`src/rtl/ps2_pkg.sv`:
```
// Shared PS/2 definitions: receiver FSM encoding and scan-code prefix bytes
// used by both the receiver and the downstream scan-code decoder.
package ps2_pkg;

  localparam logic [1:0] ST_IDLE   = 2'd0;
  localparam logic [1:0] ST_DATA   = 2'd1;
  localparam logic [1:0] ST_PARITY = 2'd2;
  localparam logic [1:0] ST_STOP   = 2'd3;

  localparam logic [7:0] PS2_BREAK = 8'hF0;
  localparam logic [7:0] PS2_EXT   = 8'hE0;

  // PS/2 uses odd parity: data bits plus parity bit must hold an odd number of ones.
  function automatic logic oddParityOk(input logic [7:0] dataBits, input logic parityBit);
    return ^{dataBits, parityBit};
  endfunction

endpackage

```
`src/rtl/ps2_sync_filter.sv`:
```
// Synchronizes the PS/2 pad signals, deglitches ps2_clk over FILTER_LEN
// samples and emits a one-cycle strobe on each filtered falling edge.
module ps2_sync_filter
  import ps2_pkg::*;
#(
  parameter int FILTER_LEN = 8
) (
  input  logic clk_i,
  input  logic rst_i,
  input  logic ps2_clk_i,
  input  logic ps2_data_i,
  output logic data_sync_o,
  output logic fall_stb_o
);

  localparam int CW = (FILTER_LEN < 2) ? 1 : $clog2(FILTER_LEN + 1);

  logic          clkMeta_q, clkSync_q;
  logic          dataMeta_q, dataSync_q;
  logic          filtClk_q, filtClk_d;
  logic          fallStb_q, fallStb_d;
  logic [CW-1:0] filtCnt_q, filtCnt_d;

  // The filtered clock only follows the synchronized clock once it has
  // disagreed for FILTER_LEN consecutive samples; any agreement restarts the run.
  always_comb begin
    filtClk_d = filtClk_q;
    filtCnt_d = '0;
    fallStb_d = 1'b0;
    if (clkSync_q != filtClk_q) begin
      if (filtCnt_q == CW'(FILTER_LEN - 1)) begin
        filtClk_d = clkSync_q;
        fallStb_d = filtClk_q;
      end else begin
        filtCnt_d = filtCnt_q + CW'(1);
      end
    end
  end

  always_ff @(posedge clk_i) begin
    if (rst_i) begin
      clkMeta_q  <= 1'b1;
      clkSync_q  <= 1'b1;
      dataMeta_q <= 1'b1;
      dataSync_q <= 1'b1;
      filtClk_q  <= 1'b1;
      filtCnt_q  <= '0;
      fallStb_q  <= 1'b0;
    end else begin
      clkMeta_q  <= ps2_clk_i;
      clkSync_q  <= clkMeta_q;
      dataMeta_q <= ps2_data_i;
      dataSync_q <= dataMeta_q;
      filtClk_q  <= filtClk_d;
      filtCnt_q  <= filtCnt_d;
      fallStb_q  <= fallStb_d;
    end
  end

  assign data_sync_o = dataSync_q;
  assign fall_stb_o  = fallStb_q;

endmodule

```
`src/rtl/ps2_receiver.sv`:
```
// PS/2 device-to-host frame receiver (start, 8 data LSB first, odd parity, stop).
// Define PS2_TIMEOUT_EN to abort frames that stall for TIMEOUT_CYCLES clocks.
module ps2_receiver
  import ps2_pkg::*;
#(
  parameter int FILTER_LEN     = 8,
  parameter int TIMEOUT_CYCLES = 50000
) (
  input  logic       clk,
  input  logic       rst,
  input  logic       ps2_clk,
  input  logic       ps2_data,
  output logic [7:0] data,
  output logic       read_complete,
  output logic       parity_err,
  output logic       frame_err
);

  logic       dataSync;
  logic       fallStb;
  logic [1:0] state_q, state_d;
  logic [2:0] bitCnt_q, bitCnt_d;
  logic [7:0] shift_q, shift_d;
  logic       parity_q, parity_d;
  logic [7:0] data_q, data_d;
  logic       readComplete_q, readComplete_d;
  logic       parityErr_q, parityErr_d;
  logic       frameErr_q, frameErr_d;

  ps2_sync_filter #(
    .FILTER_LEN (FILTER_LEN)
  ) u_sync_filter (
    .clk_i       (clk),
    .rst_i       (rst),
    .ps2_clk_i   (ps2_clk),
    .ps2_data_i  (ps2_data),
    .data_sync_o (dataSync),
    .fall_stb_o  (fallStb)
  );

`ifdef PS2_TIMEOUT_EN
  localparam int TW = $clog2(TIMEOUT_CYCLES + 1);
  logic [TW-1:0] toCnt_q, toCnt_d;
`endif

  always_comb begin
    state_d        = state_q;
    bitCnt_d       = bitCnt_q;
    shift_d        = shift_q;
    parity_d       = parity_q;
    data_d         = data_q;
    readComplete_d = 1'b0;
    parityErr_d    = 1'b0;
    frameErr_d     = 1'b0;
    if (fallStb) begin
      case (state_q)
        ST_IDLE: begin
          if (!dataSync) begin
            state_d  = ST_DATA;
            bitCnt_d = 3'd0;
          end
        end
        ST_DATA: begin
          shift_d  = {dataSync, shift_q[7:1]};
          bitCnt_d = bitCnt_q + 3'd1;
          if (bitCnt_q == 3'd7) state_d = ST_PARITY;
        end
        ST_PARITY: begin
          parity_d = dataSync;
          state_d  = ST_STOP;
        end
        default: begin
          state_d = ST_IDLE;
          // A bad stop bit outranks a parity error.
          if (!dataSync) begin
            frameErr_d = 1'b1;
          end else if (oddParityOk(shift_q, parity_q)) begin
            data_d         = shift_q;
            readComplete_d = 1'b1;
          end else begin
            parityErr_d = 1'b1;
          end
        end
      endcase
    end
`ifdef PS2_TIMEOUT_EN
    // Firing at TIMEOUT_CYCLES-2 puts the registered frame_err exactly
    // TIMEOUT_CYCLES cycles after the last strobe.
    toCnt_d = toCnt_q;
    if (state_q == ST_IDLE || fallStb) begin
      toCnt_d = '0;
    end else if (toCnt_q == TW'(TIMEOUT_CYCLES - 2)) begin
      toCnt_d    = '0;
      state_d    = ST_IDLE;
      frameErr_d = 1'b1;
    end else begin
      toCnt_d = toCnt_q + TW'(1);
    end
`endif
  end

  always_ff @(posedge clk) begin
    if (rst) begin
      state_q        <= ST_IDLE;
      bitCnt_q       <= 3'd0;
      shift_q        <= 8'h00;
      parity_q       <= 1'b0;
      data_q         <= 8'h00;
      readComplete_q <= 1'b0;
      parityErr_q    <= 1'b0;
      frameErr_q     <= 1'b0;
`ifdef PS2_TIMEOUT_EN
      toCnt_q        <= '0;
`endif
    end else begin
      state_q        <= state_d;
      bitCnt_q       <= bitCnt_d;
      shift_q        <= shift_d;
      parity_q       <= parity_d;
      data_q         <= data_d;
      readComplete_q <= readComplete_d;
      parityErr_q    <= parityErr_d;
      frameErr_q     <= frameErr_d;
`ifdef PS2_TIMEOUT_EN
      toCnt_q        <= toCnt_d;
`endif
    end
  end

  assign data          = data_q;
  assign read_complete = readComplete_q;
  assign parity_err    = parityErr_q;
  assign frame_err     = frameErr_q;

endmodule

```
`config.mk`:
```
export PLATFORM = sky130hd
export DESIGN_NAME = ps2_receiver
export DESIGN_NICKNAME = d
export VERILOG_FILES = /design/src/rtl/ps2_pkg.sv /design/src/rtl/ps2_sync_filter.sv /design/src/rtl/ps2_receiver.sv
export SDC_FILE = /design/constraint.sdc
export NUM_CORES = 1
export LEC_CHECK = 0
export ABC_AREA = 1
export CORE_ASPECT_RATIO = 0.7
export CORE_MARGIN = 1
export CORE_UTILIZATION = 29
export CTS_CLUSTER_SIZE = 16
export DETAILED_ROUTE_END_ITERATION = 12
export SLEW_MARGIN = 20
export SYNTH_ARGS = -nofsm -noshare
export SYNTH_HDL_FRONTEND = slang
export SYNTH_SLANG_ARGS = --single-unit
```
`constraint.sdc`:
```
create_clock -name clk -period 3.38 [get_ports clk]
set_input_delay 0.676 -clock clk [delete_from_list [all_inputs] [get_ports clk]]
set_output_delay 0.676 -clock clk [all_outputs]
set_load 0.1 [all_outputs]
```
# Yosys cells after proc, flatten, opt, wreduce, memory -nomap -nowiden
# Cells that the tools add are included.
[totals]
output_inout_bits = 11
input_bits = 4
reg_bits = 35
wordCells = 51
[classes]
n_mux = 8
n_eq_ne = 7
reduce_logical = 14
bitwise_logic = 5
addsub = 2
[ops]
columns = ["cell", "n"]
rows = [
  ["$reduce_or A3 Y1", 3],
  ["$reduce_xor A9 Y1", 1],
  ["$pmux W2 S3", 1],
  ["$pmux W3 S2", 1],
  ["$reduce_and A2 Y1", 3],
  ["$reduce_and A3 Y1", 2],
  ["$reduce_or A6 Y1", 1],
  ["$not A1 Y1", 5],
  ["$reduce_or A5 Y1", 1],
  ["$add A4 B1 Y4 const B", 1],
  ["$eq A4 B3 Y1 const B", 1],
  ["$mux W2", 2],
  ["$ne A2 B2 Y1 const B", 2],
  ["$reduce_and A4 Y1", 1],
  ["$add A3 B1 Y3 const B", 1],
  ["$eq A3 B3 Y1 const B", 1],
  ["$mux W1", 3],
  ["$mux W3", 1],
  ["$eq A2 B1 Y1 const B", 1],
  ["$eq A2 B2 Y1 const B", 1],
  ["$logic_not A2 Y1", 1],
  ["$reduce_bool A2 Y1", 1],
  ["$ne A1 B1 Y1", 1],
]

# Longest topological paths before layout
# Gate-level depths: netlist of the first run.
[logic_depth]
word_depth = 4
mapped_depth = 12
depth_no_buf = 12

# Cells and area by module
# From an unflattened synthesis of the first run, not the netlist that was laid out.
[hier_totals]
cells_unflattened = 211
hier_area_um2 = 1675.4
[modules_own_cells]
columns = ["mod", "instances", "area_each_um2", "cells_each", "seq_area_each_um2"]
rows = [
  ["ps2_receiver", 1, 1335.0, 176, 500.5],
  ["ps2_sync_filter", 1, 340.3, 35, 200.2],
]

# Least setup slack after synthesis of the first run
# Ideal clock, no wire load.
[synth_timing]
path_kind = "flip-flop to output port"
start = "reg data_q[0] (netlist: data[0])"
end = "out data[0]"
n_path_buf = 0
path_stages_with_launch = 1
t_required_ps = 2704
slack_ps = 1780
t_arrival_ps = 924
path_cell_list = "dfxtp_1"
[synth_rtl]
columns = ["element", "line", "source"]
rows = [
  ["start, declared", "ps2_receiver.sv:25", "logic [7:0] data_q, data_d;"],
  ["start signal, assigned", "ps2_receiver.sv:120", "data_q <= data_d;"],
  ["end, declared", "ps2_receiver.sv:13", "output logic [7:0] data,"],
]
# No word-level cell between the ends.

# Final worst setup path of the first run
[layout_timing]
start = "reg data_q[6] (netlist: data[6])"
end = "out data[6]"
# No word-level cell between the ends.

==> results by group, run 1 <==
Run status
  – Status: finished, final reports clean

Worst setup path
  – Crit-path max FO: 2
  – Crit Path Class: register to output pin
  – Crit-path cells: clkdlybuf4s50_1
  – R2R Setup Slk: 1.94 ns
  – Critical path buffer and inverter count: 1
  – Top cell family by delay on the critical path: buffers and inverters
  – Worst stage delay on the critical path: 1.13 ns
  – Startpoint types: register
  – Slowest-stage cell, CP: clkdlybuf4s50_1
  – CP startpoint: data[6]
  – WP data required: 2.70 ns
  – CP Data Arrival Time: 1.75 ns
  – Crit end category: output pin
  – Reg-to-Reg Start: parity_q

Job
  – Max Cap Viol: 0

Clock tree
  – CTS Buffer Depth: 2
  – Clk sinks: 35
  – Postcts setup bufs: 0
  – Cts repair resizes: 0
  – Clk_lat worst skew: 0.29 ns
  – CTS tree: built
  – Root buf cell: clkbuf_8
  – Post-CTS Hold Buffers: 0
  – Total CTS buffers: 5
  – H-tree depth: 2
  – Clock transition at the registers of the reported paths: 0.08 ns

Layout
  – P&R area growth vs syn: 18.7%
  – Commonest non-fill, non-tap cell in the layout: nand2_1
  – FF+latch area: 701 um2
  – Layout Nets: 257
  – Filler instances: 563
  – Multi-input gate area: 774 um2
  – ANT cells: 0
  – Non-Filler Instances: 319
  – Layout cell share with drive strength beyond 1: 0.121
  – Most frequent cells in the layout: nand2_1 (48), inv_1 (37), dfxtp_1 (35)

Floorplan
  – Die height: 65.2 um
  – Number of core rows: 22
  – Die W: 92.2 um
  – # IOs: 15
  – Die area: 6010 um2
  – Core ar.: 5370 um2
  – Initial core utilization: 0.308

Detailed routing
  – WL met2: 1060 um
  – Initial DRC count: 55
  – First-pass DRT Iterations: 4
  – Via/cell ratio: 4.13
  – Vias: 1,319
  – Met3 wire length: 146 um
  – WL met1: 1640 um
  – Wire per inst: 9.12 um
  – Top Layer Used: met4
  – Final wirelength: 2910 um
  – Post-route ant nets: 0
  – # DRC: 0

Place
  – Placed Cells: 311
  – Port bufs: 14
  – HPWL after detailed placement: 2130 um
  – Final RePlAce weighted congestion: 0.740

GRT
  – First-pass GRT wire length: 4820 um
  – Global route overflow: 0
  – Largest net degree at the start of global routing: 23
  – Initial antenna violation count: 0
  – Vias in the first global route: 1,075
  – Total GRT Usage: 0.107

Synthesis
  – Seq cells post-synth: 35
  – Post-synth EDFFs: 0
  – Distinct cell type count after synthesis: 25
  – Post-Syn Instances: 229
  – Primary FF master, synth: dfxtp_1
  – Post-synthesis net count: 240
  – Synthesized cell area: 1650 um2
  – Post-synthesis sequential area ratio: 0.424
  – Synth warnings: 0
  – Async SR Flop Fraction: 0
  – Syn_area_per_cell: 7.22 um2

STA
  – Setup TNS: 0 ns
  – Setup Viol. Count Final: 0
  – Tcrit/Tclk final: 0.719
  – Final hold vios: 0
  – Max-slew violation count: 0
  – Minimum clock period: 2.43 ns
  – RSZ-0062 raised after global routing: false
  – Fmax achieved: 411 MHz
  – Worst-margin pin slew: 0.966 ns
  – Max-slew headroom: 0.354
  – Worst Clk Skew: 0.0136 ns

Power
  – Pwr/cell area: 383 nW/um2
  – Worst vdd ir: 0.000120 V
  – Lkg Pwr: 0.861 nW

Min path
  – Hold WC Path Type: register to register
  – Hold Crit Start: u_sync_filter.dataMeta_q
synthesized netlist by cell type, types with 3 or more instances:
| cell | n | share of area |
|---|---|---|
| inv_2 | 4 | 0.0091 |
| a21oi_1 | 16 | 0.048 |
| dfxtp_1 | 35 | 0.42 |
| ha_1 | 7 | 0.053 |
| nand3_1 | 9 | 0.027 |
| nor2_1 | 26 | 0.059 |
| inv_1 | 37 | 0.084 |
| o21ai_0 | 12 | 0.036 |
| nand2_1 | 48 | 0.11 |
| nand3_2 | 4 | 0.024 |
| nand2_2 | 8 | 0.030 |
| or2_2 | 4 | 0.015 |
| clkbuf_1 | 3 | 0.0068 |
state kept, by name (all words and copies together), names as in the netlist, 2 cells and up:
name / count
shift_q: 8
state_q: 2
u_sync_filter.filtCnt_q: 4
data: 8
bitCnt_q: 3
kinds of logic (layout without fill, tap and decap cells):
logic type | Yosys count | after routing | synth area share
AOI/OAI and AO/OA | 31 | 31 | 0.0977
xor gates and xnor gates | 2 | 2 | 0.0106
adders and majority gates | 7 | 7 | 0.0530
buffers and inverters | 47 | 65 | 0.107
DFF | 35 | 35 | 0.424
and+or+nand+nor | 107 | 107 | 0.307
path summary, 6_finish.rpt:
check | depth (start not counted) | to
setup / recovery | 1 | data[6]
hold / removal | 1 | u_sync_filter.data_sync_o
setup reg to reg | 12 | data[5]
hold reg to reg | 1 | u_sync_filter.data_sync_o
layer usage:
layer	vias to the layer above	track usage
met3	7	0.0382
met5	-	0
met2	27	0.134
met1	545	0.156
met4	0	0.0527
li1	740	-
power by group:
| group | internal, W | leakage (nW) | switching (W) | total (W) |
|---|---|---|---|---|
| clock | 0.000167 | 0.0484 | 0.000152 | 0.000319 |
| combinational | 0.00000700 | 0.529 | 0.00000913 | 0.0000161 |
| sequential | 0.000415 | 0.283 | 0.00000154 | 0.000416 |
metrics by stage:
stage / hold slack [ns] / power (W) / area, um2 / util / worst slack, ns
after global routing: 0.437 / 0.000785 / 1960 / 0.366 / 0.901
after CTS: 0.418 / 0.000761 / 1960 / 0.366 / 0.935
after detailed placement: 0.400 / 0.000442 / 1870 / 0.348 / 1.18
final: 0.412 / 0.000751 / 1960 / 0.366 / 0.950
after global placement: 0.396 / 0.000442 / 1870 / 0.348 / 1.22
after floorplan: 0.389 / 0.000436 / 1650 / - / 1.78
area by class of cell:
type,count,area share
Inverter,43,0.0823
Sequential cell,35,0.357
Multi-Input combinational cell,147,0.395
Tap cell,72,0.0459
Clock inverter,1,0.00446
Timing Repair Buffer,14,0.0714
Clock buffer,7,0.0440
Power figures use the tool's default switching activity.
==> run 2: changes to the inputs <==
==> constraint.sdc (replaced) <==
create_clock -name clk -period 2.5 [get_ports clk]
set_input_delay 0.5 -clock clk [delete_from_list [all_inputs] [get_ports clk]]
set_output_delay 0.5 -clock clk [all_outputs]
set_load 0.1 [all_outputs]
==> results by group, run 2 (synthesized netlist as in run 1, its figures left out) <==
Worst setup path
  – Reg-to-Reg Start: state_q[1]
  – Crit Path Class: primary input to register
  – WP data required: 2.71 ns (about the same)
  – Crit-path max FO: 22 (+20)
  – Startpoint types: primary input
  – CP Data Arrival Time: 1.72 ns (-0.03 ns)
  – CP startpoint: rst
  – Crit end category: register

GRT
  – Total GRT Usage: 0.107 (about the same)
  – Initial antenna violation count: 0 (unchanged)
  – First-pass GRT wire length: 4950 um (+2.7%)
  – Vias in the first global route: 1,181 (+9.9%)
  – Global route overflow: 0 (unchanged)
  – Largest net degree at the start of global routing: 23 (unchanged)

Detailed routing
  – Initial DRC count: 46 (-16%)
  – # DRC: 0 (unchanged)
  – First-pass DRT Iterations: 4 (unchanged)
  – Post-route ant nets: 0 (unchanged)
  – Final wirelength: 2890 um (-0.52%)
  – Via/cell ratio: 4.18 (+1.0%)
  – Wire per inst: 9.04 um (-0.83%)
  – Vias: 1,337 (+1.4%)

STA
  – Final hold vios: 0 (unchanged)
  – Max-slew headroom: 0.598 (+0.244)
  – Worst Clk Skew: 0.00551 ns (-0.00807 ns)
  – Minimum clock period: 1.51 ns
  – Tcrit/Tclk final: 0.604
  – Max-slew violation count: 0 (unchanged)
  – Setup Viol. Count Final: 0 (unchanged)
  – Worst-margin pin slew: 0.603 ns (-0.363 ns)
  – Fmax achieved: 663 MHz
  – Setup TNS: 0 ns (unchanged)
  – RSZ-0062 raised after global routing: false

Power
  – Flop pwr share: 0.547 (-0.007)
  – Pwr/cell area: 529 nW/um2 (+38%)
  – Lkg Pwr: 0.891 nW (+3.6%)
  – Worst vdd ir: 0.000159 V (+32%)
  – Combinational power share: 0.022 (about the same)
  – Clock Power Share: 0.431 (+0.006)
  – P_sw: 0.000206 W (+27%)
  – Switching portion of total power: 0.200 (-0.0161)
  – Internal power: 0.000823 W (+40%)

Clock tree
  – Clk_lat worst skew: 0.28 ns (about the same)
  – Clk sinks: 35 (unchanged)
  – Clock transition at the registers of the reported paths: 0.07 ns (about the same)
  – H-tree depth: 2 (unchanged)
  – Root buf cell: clkbuf_8
  – CTS tree: built
  – Cts repair resizes: 0 (unchanged)
  – Total CTS buffers: 5 (unchanged)
  – Postcts setup bufs: 0 (unchanged)
  – Post-CTS Hold Buffers: 0 (unchanged)
  – CTS Buffer Depth: 2 (unchanged)

Layout
  – Filler instances: 561 (-0.36%)
  – Non-Filler Instances: 320 (+0.31%)
  – Layout Nets: 258 (+0.39%)
  – FF+latch area: 701 um2 (unchanged)
  – P&R area growth vs syn: 17.8%
  – Multi-input gate area: 774 um2 (unchanged)
  – ANT cells: 0 (unchanged)
  – Commonest non-fill, non-tap cell in the layout: nand2_1
  – Layout cell share with drive strength beyond 1: 0.169 (+0.0479)
  – Most frequent cells in the layout: nand2_1 (48), inv_1 (37), dfxtp_1 (35)

Place
  – Final RePlAce weighted congestion: 0.775 (+4.7%)
  – HPWL after detailed placement: 2140 um (+0.27%)
  – Placed Cells: 312 (+0.32%)
  – Port bufs: 14 (unchanged)

Floorplan
  – Die area: 6010 um2 (unchanged)
  – Core ar.: 5370 um2 (unchanged)
  – # IOs: 15 (unchanged)
  – Die height: 65.2 um (unchanged)
  – Die W: 92.2 um (unchanged)
  – Initial core utilization: 0.308 (unchanged)
  – Number of core rows: 22 (unchanged)

Min path
  – Hold Crit Start: u_sync_filter.dataMeta_q
  – Hold WC Path Type: register to register

Job
  – Max Cap Viol: 0 (unchanged)

Run status
  – Status: finished, final reports clean
-- run 2: cell count changes in the layout (fill, tap and decap cells not counted), sizes merged --
cell / change
clkinv: -1
clkdlybuf4s50: -11
buf: +12
clkbuf: +1
-- run 2: cell type report --
type	instances	share of cell area
flip-flops and latches	35	0.360
inverters	43	0.0829
multi-input cells	147	0.398
well taps	72	0.0463
repair buffers	15	0.0617
clock buffers	8	0.0514
-- run 2: power groups by stage --
stage               Sequential, W  Combinational, W  Clock, W
floorplan                0.000575         0.0000148         0
global placement         0.000575         0.0000230         0
detailed placement       0.000575         0.0000231         0
CTS                      0.000562         0.0000231  0.000461
global route             0.000563         0.0000262  0.000489
finish                   0.000563         0.0000230  0.000443
-- run 2: worst max-delay path, cell delays in order --
cell and delay [ns]:
clkdlybuf4s50_1 0.41, inv_1 0.46, o21ai_0 0.20, a21oi_1 0.15
-- run 2: path summary, 6_finish.rpt --
check / to / slack (ns) / cells after the start
setup / recovery: shift_q[6] / 0.99 / 4
hold / removal: u_sync_filter.data_sync_o / 0.41 / 1
setup reg to reg: shift_q[6] / 1.06 / 5
hold reg to reg: u_sync_filter.data_sync_o / 0.41 / 1
-- run 2: routing by layer --
layer  vias up  part of all wire  global-route usage
met5         -                 0                   0
met4         0            0.0097              0.0410
met3         4             0.078              0.0440
met2        36              0.39               0.155
met1       560              0.53               0.141
li1        737                 -                   -
-- run 2: through the flow --
stage          hold slack, ns   util  power [W]  area [um2]  worst slack (ns)
2_1_floorplan           0.389      -   0.000590        1650              1.08
3_3_place_gp            0.393  0.344   0.000598        1850             0.722
3_5_place_dp            0.394  0.344   0.000598        1850             0.703
4_1_cts                 0.410  0.363    0.00105        1950             0.991
5_1_grt                 0.432  0.363    0.00108        1950             0.816
6_report                0.409  0.363    0.00103        1950             0.991
